==> src/rtl/uart_tx_scheduler.sv <==
// Round-robin scheduler that shares one byte-wide UART transmitter among NREQ
// requesters, sending each granted word MSB byte first plus an optional terminator.
module uart_tx_scheduler #(
    parameter int         NREQ       = 4,
    parameter int         WORD_BYTES = 4,
    parameter bit         SEND_TERM  = 1'b1,
    parameter logic [7:0] TERM       = 8'h0A,
    localparam int        W          = 8 * WORD_BYTES,
    localparam int        GW         = $clog2(NREQ)
) (
    input  logic              clk,
    input  logic              rst,
    input  logic [NREQ-1:0]   req_valid,
    input  logic [NREQ*W-1:0] req_data,
    output logic [NREQ-1:0]   req_ready,
    output logic [7:0]        tx_data,
    output logic              tx_valid,
    input  logic              tx_ready,
    output logic              busy,
    output logic [GW-1:0]     grant_id
);

    localparam int                IDXW     = (WORD_BYTES > 1) ? $clog2(WORD_BYTES) : 1;
    localparam logic [IDXW-1:0]   LAST_IDX = IDXW'(WORD_BYTES - 1);

    typedef enum logic [1:0] {ST_IDLE, ST_SEND, ST_TERM} state_t;

    state_t          state_q, state_d;
    logic [W-1:0]    word_q, word_d;
    logic [IDXW-1:0] idx_q, idx_d;
    logic [GW-1:0]   last_q, last_d;
    logic [7:0]      tx_data_q, tx_data_d;
    logic            tx_valid_q, tx_valid_d;
    logic            busy_q, busy_d;
    logic [GW-1:0]   grant_id_q, grant_id_d;
    logic            found_s;
    logic [GW-1:0]   winner_s;

    // Round-robin search starting just after the last granted requester.
    always_comb begin
        found_s  = 1'b0;
        winner_s = '0;
        for (int k = 1; k <= NREQ; k++) begin
            if (!found_s && req_valid[(int'(last_q) + k) % NREQ]) begin
                found_s  = 1'b1;
                winner_s = GW'((int'(last_q) + k) % NREQ);
            end else begin
                found_s  = found_s;
            end
        end
    end

    // Next-state and output computation for the grant/serialize FSM.
    always_comb begin
        state_d    = state_q;
        word_d     = word_q;
        idx_d      = idx_q;
        last_d     = last_q;
        tx_data_d  = tx_data_q;
        tx_valid_d = tx_valid_q;
        busy_d     = busy_q;
        grant_id_d = grant_id_q;
        req_ready  = '0;
        case (state_q)
            ST_IDLE: begin
                if (found_s) begin
                    req_ready[winner_s] = 1'b1;
                    word_d     = req_data[int'(winner_s)*W +: W];
                    tx_data_d  = req_data[int'(winner_s)*W + W - 8 +: 8];
                    grant_id_d = winner_s;
                    last_d     = winner_s;
                    idx_d      = '0;
                    tx_valid_d = 1'b1;
                    busy_d     = 1'b1;
                    state_d    = ST_SEND;
                end else begin
                    tx_valid_d = 1'b0;
                    busy_d     = 1'b0;
                end
            end
            ST_SEND: begin
                if (tx_ready) begin
                    if (idx_q == LAST_IDX) begin
                        if (SEND_TERM) begin
                            tx_data_d = TERM;
                            state_d   = ST_TERM;
                        end else begin
                            tx_valid_d = 1'b0;
                            busy_d     = 1'b0;
                            state_d    = ST_IDLE;
                        end
                    end else begin
                        idx_d     = idx_q + IDXW'(1);
                        tx_data_d = word_q[(WORD_BYTES - 2 - int'(idx_q))*8 +: 8];
                    end
                end else begin
                    state_d = state_q;
                end
            end
            ST_TERM: begin
                if (tx_ready) begin
                    tx_valid_d = 1'b0;
                    busy_d     = 1'b0;
                    state_d    = ST_IDLE;
                end else begin
                    state_d = state_q;
                end
            end
            default: begin
                tx_valid_d = 1'b0;
                busy_d     = 1'b0;
                state_d    = ST_IDLE;
            end
        endcase
    end

    // State and registered-output flops; pointer resets so requester 0 wins first.
    always_ff @(posedge clk or posedge rst) begin
        if (rst) begin
            state_q    <= ST_IDLE;
            word_q     <= '0;
            idx_q      <= '0;
            last_q     <= GW'(NREQ - 1);
            tx_data_q  <= 8'h00;
            tx_valid_q <= 1'b0;
            busy_q     <= 1'b0;
            grant_id_q <= '0;
        end else begin
            state_q    <= state_d;
            word_q     <= word_d;
            idx_q      <= idx_d;
            last_q     <= last_d;
            tx_data_q  <= tx_data_d;
            tx_valid_q <= tx_valid_d;
            busy_q     <= busy_d;
            grant_id_q <= grant_id_d;
        end
    end

    assign tx_data  = tx_data_q;
    assign tx_valid = tx_valid_q;
    assign busy     = busy_q;
    assign grant_id = grant_id_q;

endmodule
==> config.mk <==
export PLATFORM = sky130hd
export DESIGN_NAME = uart_tx_scheduler
export DESIGN_NICKNAME = d
export VERILOG_FILES = /design/src/rtl/uart_tx_scheduler.sv
export SDC_FILE = /design/constraint.sdc
export NUM_CORES = 1
export LEC_CHECK = 0
export CAP_MARGIN = 20
export CORE_ASPECT_RATIO = 1.75
export CORE_MARGIN = 1
export CORE_UTILIZATION = 43
export DETAILED_ROUTE_END_ITERATION = 10
export PLACE_DENSITY = 0.93
export SLEW_MARGIN = 10
export SYNTH_ARGS = -nofsm -noshare
export SYNTH_HDL_FRONTEND = slang
export SYNTH_SLANG_ARGS = --single-unit
==> constraint.sdc <==
create_clock -name clk -period 3.46 [get_ports clk]
set_input_delay 1.038 -clock clk [delete_from_list [all_inputs] [get_ports clk]]
set_output_delay 1.038 -clock clk [all_outputs]
set_load 0.01 [all_outputs]
# Yosys cells after proc, flatten, opt, wreduce, memory -nomap -nowiden
# Cells that the tools add are included.
# word_totals
ff_bits	49
output_inout_bits	16
wordCells	95
# classes
addsub	8
n_lt_le_gt_ge	6
eq_ne	8
shifts	3
n_mux	40
n_bitwise	5
reduce_logical	18
# op_table
operator	n
indexed part select 128 x 8 -> 32 bit	1
indexed part select 128 x 9 -> 8 bit	1
indexed part select 32 x 6 -> 8 bit	1
2-to-1 mux 8 bit	3
2-to-1 mux 2 bit	11
< comparator 3 x 4 -> 1 bit, second input constant	4
one-hot mux 8 bit (2 select lines)	1
2-to-1 mux 1 bit	15
inequality test 2 bit, second input constant	5
subtractor 8 x 4 -> 9 bit, second input constant	1
adder 7 x 6 -> 8 bit, second input constant	1
binary-select mux 1 bit (select 2 bit)	4
2-to-1 mux 4 bit	2
AND reduction 4 bit	2
OR reduction 2 bit	4
adder 2 x 1 -> 2 bit, second input constant	3
one-hot mux 2 bit (3 select lines)	1
adder 2 bit, second input constant	2
bitwise AND 1 bit, first input constant	4
equality test 2 bit, second input constant	2
logical AND 1 bit	4
one-hot mux 2 bit (2 select lines)	1
AND reduction 2 bit	2
zero test 1 bit	3
10 further kinds	10

# Depth between registers and ports, before layout
# logic_depth
ltp_word	22
ltp_mapped	7
ltp_nobuf	6

# Worst setup path before layout
# Ideal clock, no wire load.
# synth_path
kind	input port to output port
from	input req_valid[0]
to	output req_ready[2]
arrival_time_ns	2.200
path_slack_ns	0.222
cell_stages	6
cell_sequence	or2_1 > a311o_1 > or2_1 > buf_2 > buf_6 > nor2_1
# synth_via
elab_chain_cells	19
# synth_lines
element	line_no	rtl
from (decl)	13	input logic [NREQ-1:0] req_valid,
binary-select mux 1 bit (select 2 bit)	44	if (!found_s && req_valid[(int'(last_q) + k) % NREQ]) begin
2-to-1 mux 1 bit (not written as such) (2 in a row)	44	
2-to-1 mux 1 bit	44	
zero test 1 bit	44	
logical AND 1 bit	44	
2-to-1 mux 1 bit	44	
zero test 1 bit	44	
logical AND 1 bit	44	
[... 2 more ...]	-	
logical AND 1 bit	44	
2-to-1 mux 2 bit	44	
< comparator 2 x 3 -> 1 bit (not written as such) / >= comparator 2 x 1 -> 1 bit (equally long branches)	67	req_ready[winner_s] = 1'b1;
logical AND 1 bit (not written as such)	67	
2-to-1 mux 1 bit (not written as such)	67	
demux 1 bit (select 2 bit)	67	
2-to-1 mux 4 bit *	66	if (found_s) begin
2-to-1 mux 4 bit *	64	case (state_q)
to (decl)	15	output logic [NREQ-1:0] req_ready,
# Mark *: on every way between the ends. The rest lies on a longest branch, timed or not. The select of a mux whose other input is x is not followed.

# Worst setup path after layout
# layout_path
from	input req_valid[1]
to	output req_ready[3]
# Same word-level chain as after synthesis.

==> flow_summary.json <==
{
  "rsz0062_at_grt": "false",
  "clock_latency_ns": 0.29,
  "grt_first_pass_wirelength_um": 17440,
  "skew_ns": 0.005461,
  "diodes": 0,
  "vias_per_cell": 5.849,
  "port_buffers": 150,
  "final.fill_count": 598,
  "initialDrtViolationCount": 322,
  "seq_area_frac_synth_pct": 35.25,
  "syn_area_um2": 3486,
  "path_clk_slew_ns": 0.07,
  "die_w_um": 70.06,
  "place.gp.congestion": 0.9099,
  "max_stage_delay_ns": 0.41,
  "hold_violations": 0,
  "synth_flop_cell": "dfrtp_1",
  "static-leakage-power_nw": 2.097,
  "cts_num_sinks": 49,
  "grt_overflow": 0,
  "finalMaxSlewViolations": 0,
  "hpwlAfterDp_um": 8239,
  "synth_top_area_cell": "dfrtp_1",
  "arrival_ns": 2.33,
  "hold_buffers": 0,
  "vdd_drop_max_v": 0.0003332,
  "synth-seq-cells": 49,
  "cts-root-buf": "clkbuf_16",
  "first_pass_iters": 5,
  "yosysTopAreaCellShare_pct": 33.74,
  "routed-via-count": 3527,
  "status": "finished, final reports clean",
  "start_util_pct": 44.08,
  "worst_setup_path_end_kind": "primary output",
  "final_layout_size_suffix_gt1_share_pct": 13.45,
  "chipHeight_um": 121.1,
  "num-nets-final": 648,
  "synth_nets": 500,
  "crit_slowest_cell": "a311o_2",
  "drc": 0,
  "antenna_found_initial": 0,
  "total_power_mw": 3.631,
  "dpl_cell_area_um2": 5086,
  "syn_to_final_growth_pct": 50.68,
  "fin_area_um2": 5253,
  "critical_path.cell_chain": "clkbuf_2 > or2_1 > a311o_2 > or2_4 > nor2_4 > buf_6",
  "rows": 43,
  "grt_max_degree": 63,
  "dieArea_um2": 8485,
  "syn_area_per_cell_um2": 9.576,
  "ios": 151,
  "setup_tns_ns": 0,
  "drtAntennaViolNets": 0,
  "worstSetupStartpointType": "input port",
  "power_density_nw_per_um2": 691.3,
  "finalWorstSetupSlack_ns": 0.09572,
  "hold_slack_ns": 0.4841,
  "worstMarginPinSlew_ns": 0.9323,
  "fin_crit_sh_pct": 97.23,
  "routedWlPerCell_um": 17.77,
  "multiInputGateArea_um2": 2086,
  "period_minus_slack_ns": 3.364,
  "drv_cap": 0,
  "ys_warn_count": 0,
  "synth_edf_count": 0,
  "critPathMaxFanout": 3,
  "required_ns": 2.42,
  "max_freq_mhz": 297.2,
  "synthTopCellsByArea": "dfrtp_1 34%, mux2i_1 11%, mux2_1 7.8%, nand3_1 6.9%, nand2_1 5.5%",
  "synth_cells": 364,
  "slew_headroom_pct": 37.71,
  "synth_cell_type_count": 45,
  "setup_viol": 0,
  "grtUsageTotal_pct": 26.13,
  "routed_wl_um": 10710,
  "register_area_um2": 1229,
  "h-tree-depth": 2,
  "synthArstFlopShare_pct": 100.0,
  "hold_class": "reg -> reg",
  "tritoncts.num_buffers": 5,
  "path_class": "in -> out",
  "place_ws_ns": -0.6294,
  "first_global_vias": 3635,
  "cts_max_path_buffers": 2,
  "cts_tree": "done",
  "coreArea_um2": 7909
}
-- through the flow --
stage | instances | util (%)
floorplan | 364 | -
global placement | 594 | 64.31
detailed placement | 594 | 64.31
CTS | 603 | 66.43
global route | 603 | 66.41
finish | 603 | 66.41
-- worst max-delay path, delay by kind of cell --
family / cells / cell delay, ns
AOI/OAI and AO/OA: 1 / 0.41
buffers and inverters: 2 / 0.21
and+or+nand+nor: 3 / 0.66
-- placed cells by master (no fill, tap or decap), drive strengths merged, types with 2 or more instances in the layout --
cell / instances
nand2b: 6
a21o: 4
nand3: 48
mux4: 8
nor3: 4
o211ai: 23
inv: 3
o21ai: 12
mux2i: 38
clkdlybuf4s50: 142
nand2: 51
dfstp: 2
o221ai: 14
a211oi: 5
nor2: 13
o31ai: 2
a22o: 2
dfrtp: 47
or2: 3
a21oi: 3
mux2: 25
nor3b: 3
clkbuf: 8
nand3b: 2
buf: 28
-- registers in the layout, summed over array words and instances (netlist names) --
name / count
tx_data: 8
busy: 1
grant_id: 2
last_q: 2
state_q: 2
word_q: 32
idx_q: 2
-- path summary, 6_finish.rpt --
kind,endpoint,start,depth (start not counted),slack [ns]
min in group asynchronous,tx_data[6],rst,2,1.00
min,grant_id[1],grant_id[1],2,0.48
max reg2reg,word_q[0],last_q[0],8,0.56
min reg2reg,grant_id[1],grant_id[1],2,0.48
max in group asynchronous,tx_data[2],rst,3,1.90
max,req_ready[3],req_valid[1],6,0.1
-- power breakdown --
| part | total [mW] | leakage [nW] | internal, mW | switching, mW |
|---|---|---|---|---|
| sequential | 1.10 | 0.601 | 0.860 | 0.241 |
| clock | 0.490 | 0.0702 | 0.269 | 0.220 |
| combinational | 2.04 | 1.43 | 1.04 | 1.00 |
-- cell families after synthesis --
family          synth area share (%)
buf+inv                        6.138
simple gates                   18.59
fa+ha+maj                     0.3589
compound gates                 15.51
flops                          35.25
mux                            24.16
-- timing repair --
item,4_1_cts,5_1_grt
endpoints found under the setup margin,5,4
resized for setup,25,11
pin swaps,1,4
buffers inserted,1,0
-- synthesized netlist by cell type (all sizes together), types with 2 or more instances --
cell type	number
mux4	8
a21o	4
buf	26
nand2	51
inv	2
mux2	25
nor3	4
o221ai	14
nand2b	6
a21oi	3
o31ai	2
nand3	48
clkbuf	8
nor3b	3
a211oi	5
dfstp	2
mux2i	38
dfrtp	47
or2	3
o211ai	23
a22o	2
nor2	13
nand3b	2
o21ai	12
-- final cells by class --
class	instances	area share [%]
multi-input cells	279	39.71
repair buffers	175	31.82
flip-flops and latches	49	23.39
clock buffers	5	2.382
well taps	90	2.144
clock inverters	3	0.4050
inverters	2	0.1429
-- metal layers --
metal | part of all wire [%] | track usage, % | wire length [µm]
met4 | 4.3 | 13.25 | 459
met1 | 35 | 29.02 | 3758
met2 | 56 | 48.50 | 5979
met3 | 4.8 | 2.658 | 517
met5 | 0 | 0 | 0
(Power assumes the default switching activity.)
